## config.mk

```make
export PLATFORM = sky130hd
export DESIGN_NAME = pc_fetch_ctrl
export DESIGN_NICKNAME = d
export VERILOG_FILES = /design/src/rtl/pc_fetch_ctrl.sv
export SDC_FILE = /design/constraint.sdc
export NUM_CORES = 1
export LEC_CHECK = 0
export CAP_MARGIN = 20
export CORE_MARGIN = 4
export CORE_UTILIZATION = 44
export DETAILED_ROUTE_END_ITERATION = 16
export PLACE_DENSITY_LB_ADDON = 0.05
export REMOVE_ABC_BUFFERS = 1
export SETUP_SLACK_MARGIN = 0.3
export SLEW_MARGIN = 20
export SYNTH_ARGS = -nofsm -noshare
export SYNTH_HDL_FRONTEND = slang
export SYNTH_SLANG_ARGS = --single-unit
```

## constraint.sdc

```tcl
create_clock -name clk -period 2.95 [get_ports clk]
set_input_delay 0.59 -clock clk [delete_from_list [all_inputs] [get_ports clk]]
set_output_delay 0.59 -clock clk [all_outputs]
set_load 0.01 [all_outputs]
```

## src/rtl/pc_fetch_ctrl.sv

```systemverilog
// Program-counter register and fetch sequencer at the head of the RV32I datapath.
// Optional feature: define PC_MISALIGN_TRAP_EN to trap on misaligned next-PC instead of forcing alignment.
module pc_fetch_ctrl #(
  parameter int             N            = 32,
  parameter logic [N-1:0]   RESET_VECTOR = '0,
  parameter int             CNT_W        = 64
) (
  input  logic             clk,
  input  logic             reset,
  input  logic [1:0]       PCSrc,
  input  logic [N-1:0]     PCTarget,
  input  logic             stall,
  input  logic             imem_ready,
  output logic             imem_req,
  output logic [N-1:0]     imem_addr,
  output logic             instr_valid,
  output logic [N-1:0]     PC,
  output logic [N-1:0]     PCPlus4,
  output logic [CNT_W-1:0] retire_cnt,
  output logic             trap,
  output logic [N-1:0]     trap_addr
);

  typedef enum logic [1:0] {
    IDLE  = 2'b00,
    FETCH = 2'b01,
    EXEC  = 2'b10,
    TRAP  = 2'b11
  } state_t;

  localparam logic [N-1:0]     FOUR      = {{(N-3){1'b0}}, 3'd4};
  localparam logic [N-1:0]     LOW2_MASK = {{(N-2){1'b0}}, 2'b11};
  localparam logic [CNT_W-1:0] CNT_ONE   = {{(CNT_W-1){1'b0}}, 1'b1};

  state_t           state, state_nxt;
  logic [N-1:0]     pc_q, pc_nxt;
  logic [N-1:0]     pc_plus4;
  logic [N-1:0]     sel_pc;
  logic [N-1:0]     aligned_pc;
  logic [CNT_W-1:0] cnt_q, cnt_nxt;

  assign pc_plus4   = pc_q + FOUR;
  assign aligned_pc = sel_pc & ~LOW2_MASK;

  // PCSrc=11 is treated like 00 so an undefined encoding still makes forward progress.
  always_comb begin
    sel_pc = pc_plus4;
    case (PCSrc)
      2'b01:   sel_pc = PCTarget;
      2'b10:   sel_pc = PCTarget & ~{{(N-1){1'b0}}, 1'b1};
      default: sel_pc = pc_plus4;
    endcase
  end

`ifdef PC_MISALIGN_TRAP_EN
  logic [N-1:0] taddr_q, taddr_nxt;
  logic         misaligned;

  assign misaligned = |sel_pc[1:0];
  assign trap_addr  = taddr_q;
`else
  assign trap_addr  = '0;
`endif

  always_comb begin
    state_nxt = state;
    pc_nxt    = pc_q;
    cnt_nxt   = cnt_q;
`ifdef PC_MISALIGN_TRAP_EN
    taddr_nxt = taddr_q;
`endif
    case (state)
      IDLE:  state_nxt = FETCH;
      FETCH: if (imem_ready) state_nxt = EXEC;
      EXEC: begin
        if (!stall) begin
`ifdef PC_MISALIGN_TRAP_EN
          // A faulting instruction does not retire and leaves PC pointing at itself.
          if (misaligned) begin
            state_nxt = TRAP;
            taddr_nxt = sel_pc;
          end else begin
            pc_nxt    = aligned_pc;
            cnt_nxt   = cnt_q + CNT_ONE;
            state_nxt = FETCH;
          end
`else
          pc_nxt    = aligned_pc;
          cnt_nxt   = cnt_q + CNT_ONE;
          state_nxt = FETCH;
`endif
        end
      end
      TRAP:    state_nxt = TRAP;
      default: state_nxt = IDLE;
    endcase
  end

  always_ff @(posedge clk) begin
    if (reset) begin
      state <= IDLE;
      pc_q  <= RESET_VECTOR;
      cnt_q <= '0;
`ifdef PC_MISALIGN_TRAP_EN
      taddr_q <= '0;
`endif
    end else begin
      state <= state_nxt;
      pc_q  <= pc_nxt;
      cnt_q <= cnt_nxt;
`ifdef PC_MISALIGN_TRAP_EN
      taddr_q <= taddr_nxt;
`endif
    end
  end

  assign PC          = pc_q;
  assign imem_addr   = pc_q;
  assign PCPlus4     = pc_plus4;
  assign retire_cnt  = cnt_q;
  assign imem_req    = (state == FETCH);
  assign instr_valid = (state == EXEC);
  assign trap        = (state == TRAP);

endmodule

```

---- Word level (Yosys, flattened, before mapping) ----
Cells that the tools add are included.
operators by class
  add/subtract/negate cells ............... 2
  eq/ne operators ......................... 7
  mux-type cells .......................... 4
  bitwise gates (word level) .............. 1
  reductions and logical operators ........ 3
operator list
  operator                                        count
  adder 64 x 1 -> 64 bit (second input constant)  1
  case mux 32 bit (2 select lines)                1
  adder 32 x 3 -> 32 bit (second input constant)  1
  case mux 2 bit (4 select lines)                 1
  == test 2 bit (second input constant)           3
  == test 2 x 1 -> 1 bit (second input constant)  2
  two-way mux 2 bit                               2
  inequality test 2 bit (second input constant)   2
  AND reduction 2 bit                             2
  zero test 2 bit                                 1
  NOT 1 bit                                       1
storage, ports and cells
  register bits ........................... 96
  input bits .............................. 38
  word-level logic and storage cells ...... 20

---- Longest topological paths before layout ----
  depth after elaboration ................. 3
  gate-level depth with buffers ........... 9
  depth with buffers taken out ............ 7

---- Least setup slack after synthesis ----
Ideal clock, no wire load.
  path kind ............................... register to output
  from .................................... register pc_q[3] (netlist: PC[3])
  to ...................................... output PCPlus4[28]
  arrival time ............................ 1972 ps
  required time ........................... 2360 ps
  setup slack ............................. 388 ps
  stages on the path, launching flop included .. 7
  path buffers ............................ 1
  cell sequence ........................... dfxtp_1 ha_1 and3_1 clkbuf_1 nand3_1 nor4_1 xor2_1
between the ends
  cells in the longest elaborated chain, start to end .. 1
RTL lines
  element                 line  RTL
  start, declared         36    logic [N-1:0] pc_q, pc_nxt;
  start signal, assigned  109   pc_q <= pc_nxt;
  adder 32 x 3 -> 32 bit  42    assign pc_plus4 = pc_q + FOUR;
  end, declared           18    output logic [N-1:0] PCPlus4,
Every way passes these cells.

---- Final worst setup path ----
Ends and elaborated chain as after synthesis.

==> run metrics <==
Worst IR Drop VDD 0.2552 mV; routed vias 6280; first drt pass iteration count 6; cell-by-cell trace of the critical path ha_4 -> and3_4 -> nand3_4 -> nor4_2 -> buf_4 -> xor2_1 -> clkbuf_2; H-tree levels 3; endpoints failing setup 0; Antenna Cells 0; Congestion Overflow GR 0; Max Fclk 0.3827 GHz; Comb pwr share 9.3%; Compound-Gate Fraction of Synth Area 17.76%; Simple-Gate Fraction of Synth Area 27.09%; Synth Register Bits 96; Worst Setup End Kind output port; slew of the pin with the lowest slew margin 655.9 ps; TritonCTS clock tree done; Setup WS pre-CTS -4.826 ps; hold worst-path end retire_cnt[48]$_SDFFE_PP0P_; vias in the first global route 6220; final wirelength 18620 um; CTS Sinks 96; Critical Path Slowest Stage Cell dfxtp_2; sequential-to-total area share from yosys stat 32.87%; commonest non-fill, non-tap cells in the layout 167 x clkdlybuf4s50_1, 82 x dfxtp_1, 65 x nand2_1; Placed Cells 1074; setup_tns 0 ps; EDFF count, synth 0; largest family of logic cells by synthesized area simple AND/OR/NAND/NOR gates; Slew Limit Fails 0; clock power share 42.4%; Adder-Cell Fraction of Synth Area 0.8560%; first-pass GRT wire length 29930 um; wire per inst 16.88 um; FP Rows 41; internal power 2.075 mW; worst hold stages 2; GRT Overall Usage 24.26%; Startpoint Class flop; Worst R2R End retire_cnt[60]$_SDFFE_PP0P_; max cap viols 0; Clock Pin Slew Worst Setup and Hold Paths 70 ps; clock skew 5.563 ps; Net Switching 0.6483 mW; Die Height 123.3 um; largest net degree at the start of global routing 85; cts-stage hold buffer count 0; PwrDens 327.4 nW/um2; initial antenna violation count 0; share of cells above drive strength 1 14.82%; CTS max path bufs 2; commonest non-fill, non-tap cell in the layout clkdlybuf4s50_1; Ports 233; Final HPWL DP 13350 um; r2r setup slk 640 ps; clock period minus worst slack 2613 ps; sequential power share 48.3%; critical path class reg -> out; Post-Synthesis Cells 738; crit share post-route 88.57%; Synth Cell Area 5847 um2; WP data required 2360 ps; reg2reg path depth 5; mux cell area share after synthesis 0.8774%; Min Hold Slack 490.9 ps; initial cell density of the core 45.59%; Final Worst Setup Slack 337.1 ps; Syn Area/Cell 7.923 um2; total power 2.724 mW; CP startpoint PC[3]$_SDFFE_PP0P_; dominant synthesized flop cell dfxtp_1; Die ar. 15200 um2; CTS buffer count 9; ys async rst share 0%; Starting DRT DRC Count 448; unrepaired setup endpoints after global routing yes; worst hold-check path type reg -> reg; Slew headroom 56.17%; Sw Ratio 23.80%; Cell variety after synth 57; Worst path max stage delay 360 ps; Final Hold Violating Endpoints 0; status completed; hold path startpoint retire_cnt[48]$_SDFFE_PP0P_; Core Footprint 12820 um2; DR DRC count 0; worst skew pair latency 340 ps; CP Max Fanout 6; worst path arrival time 2020 ps; synthesis-to-finish area growth 42.26%; Pleak 2.926 nW; worst reg2reg path startpoint retire_cnt[28]$_SDFFE_PP0P_; synth warn 0; Layout Cells excl Fill 1103; width of the die 123.3 um; Layout fillers 1113; Vias/cell 5.694; Post-DRT Antenna Nets 0; IO buf count 192; Root Buffer clkbuf_16; Final Wtd Congestion 0.8440; NumNets Final 968; post-synthesis xor/xnor area fraction 7.640%
## sequential cells by signal, summed over array words and instances (netlist names)
signal      count
state           2
PC             30
retire_cnt     64
## kinds of logic (layout without fill, tap and decap cells)
family	count (synthesis)	in the layout
buffers and inverters	129	285
AND/OR/NAND/NOR	295	295
flip-flops	96	96
other	1	38
AO/OA/AOI/OAI	157	157
XOR/XNOR	51	51
multiplexers	5	5
adder cells (fa/ha/maj)	4	4
## per-layer routing
layer	wire length, um	vias up	global-route usage (%)
met1	7955	3014	30.60
met2	9008	251	41.15
met4	399	0	9.135
li1	-	2986	-
met3	1260	29	4.529
met5	0	-	0
## critical path, delay by kind of cell (launching register included)
kind          cells  cell delay (ps)
fa+ha+maj         1              170
buf+inv           2              320
flops             1              360
simple gates      3              670
xor+xnor          1              160
## power groups by stage
| stage | logic, mW | clock network (mW) | registers, mW |
|---|---|---|---|
| finish | 0.253 | 1.15 | 1.32 |
| global route | 0.273 | 1.22 | 1.32 |
| CTS | 0.248 | 1.17 | 1.32 |
| detailed placement | 0.249 | 0 | 1.35 |
| global placement | 0.246 | 0 | 1.35 |
| floorplan | 0.0890 | 0 | 1.35 |
## through the flow
step	utilization, %	cell area (um2)
2_1_floorplan	-	5314
3_3_place_gp	60.81	7799
3_5_place_dp	60.81	7799
4_1_cts	64.03	8212
5_1_grt	64.86	8318
6_report	64.86	8318
## synth_stat cells, types with 4 or more instances
cell / count / area, um2
o21ai_0: 19 / 95.09
and4_1: 7 / 61.31
a32oi_1: 5 / 43.79
xor2_1: 29 / 254.0
ha_1: 4 / 50.05
or3_1: 9 / 56.30
o31a_1: 5 / 43.79
o32ai_1: 5 / 43.79
mux2i_1: 4 / 40.04
nor4_1: 9 / 56.30
clkbuf_1: 33 / 123.9
nand4_1: 28 / 175.2
nor3_1: 11 / 55.05
o311ai_0: 5 / 43.79
a31oi_1: 4 / 25.02
a21oi_1: 52 / 260.3
a221oi_1: 6 / 52.55
buf_4: 68 / 510.5
xnor2_1: 22 / 192.7
nand2_1: 66 / 247.7
nor2_1: 59 / 221.5
dfxtp_1: 96 / 1922
o31ai_1: 32 / 240.2
inv_1: 20 / 75.07
a22oi_1: 6 / 45.04
and3_1: 15 / 93.84
or4_1: 36 / 270.3
nand3_1: 38 / 190.2
## how the worst max path moves through the flow
stage,to,slack [ps]
floorplan,retire_cnt[63]$_SDFFE_PP0P_,100
detailed placement,retire_cnt[59]$_SDFFE_PP0P_,-5
global route,PCPlus4[19],250
finish,PCPlus4[28],340
global placement,retire_cnt[55]$_SDFFE_PP0P_,30
CTS,PCPlus4[22],160
## area by class of cell
type / instances / area [um2] / area share, %
Multi-Input combinational cell: 550 / 3488 / 41.94
Timing Repair Buffer: 248 / 2302 / 27.68
Sequential cell: 96 / 1944 / 23.38
Clock buffer: 11 / 232.7 / 2.798
Tap cell: 172 / 215.2 / 2.587
Inverter: 21 / 78.83 / 0.9477
Clock inverter: 5 / 56.30 / 0.6769
## timing repair
action / 4_1_cts / 5_1_grt
pin swaps: 10 / 10
buffers inserted: 6 / 7
gates resized for setup: 66 / 55
setup endpoints to repair: 24 / 30
(Power assumes the default switching activity.)
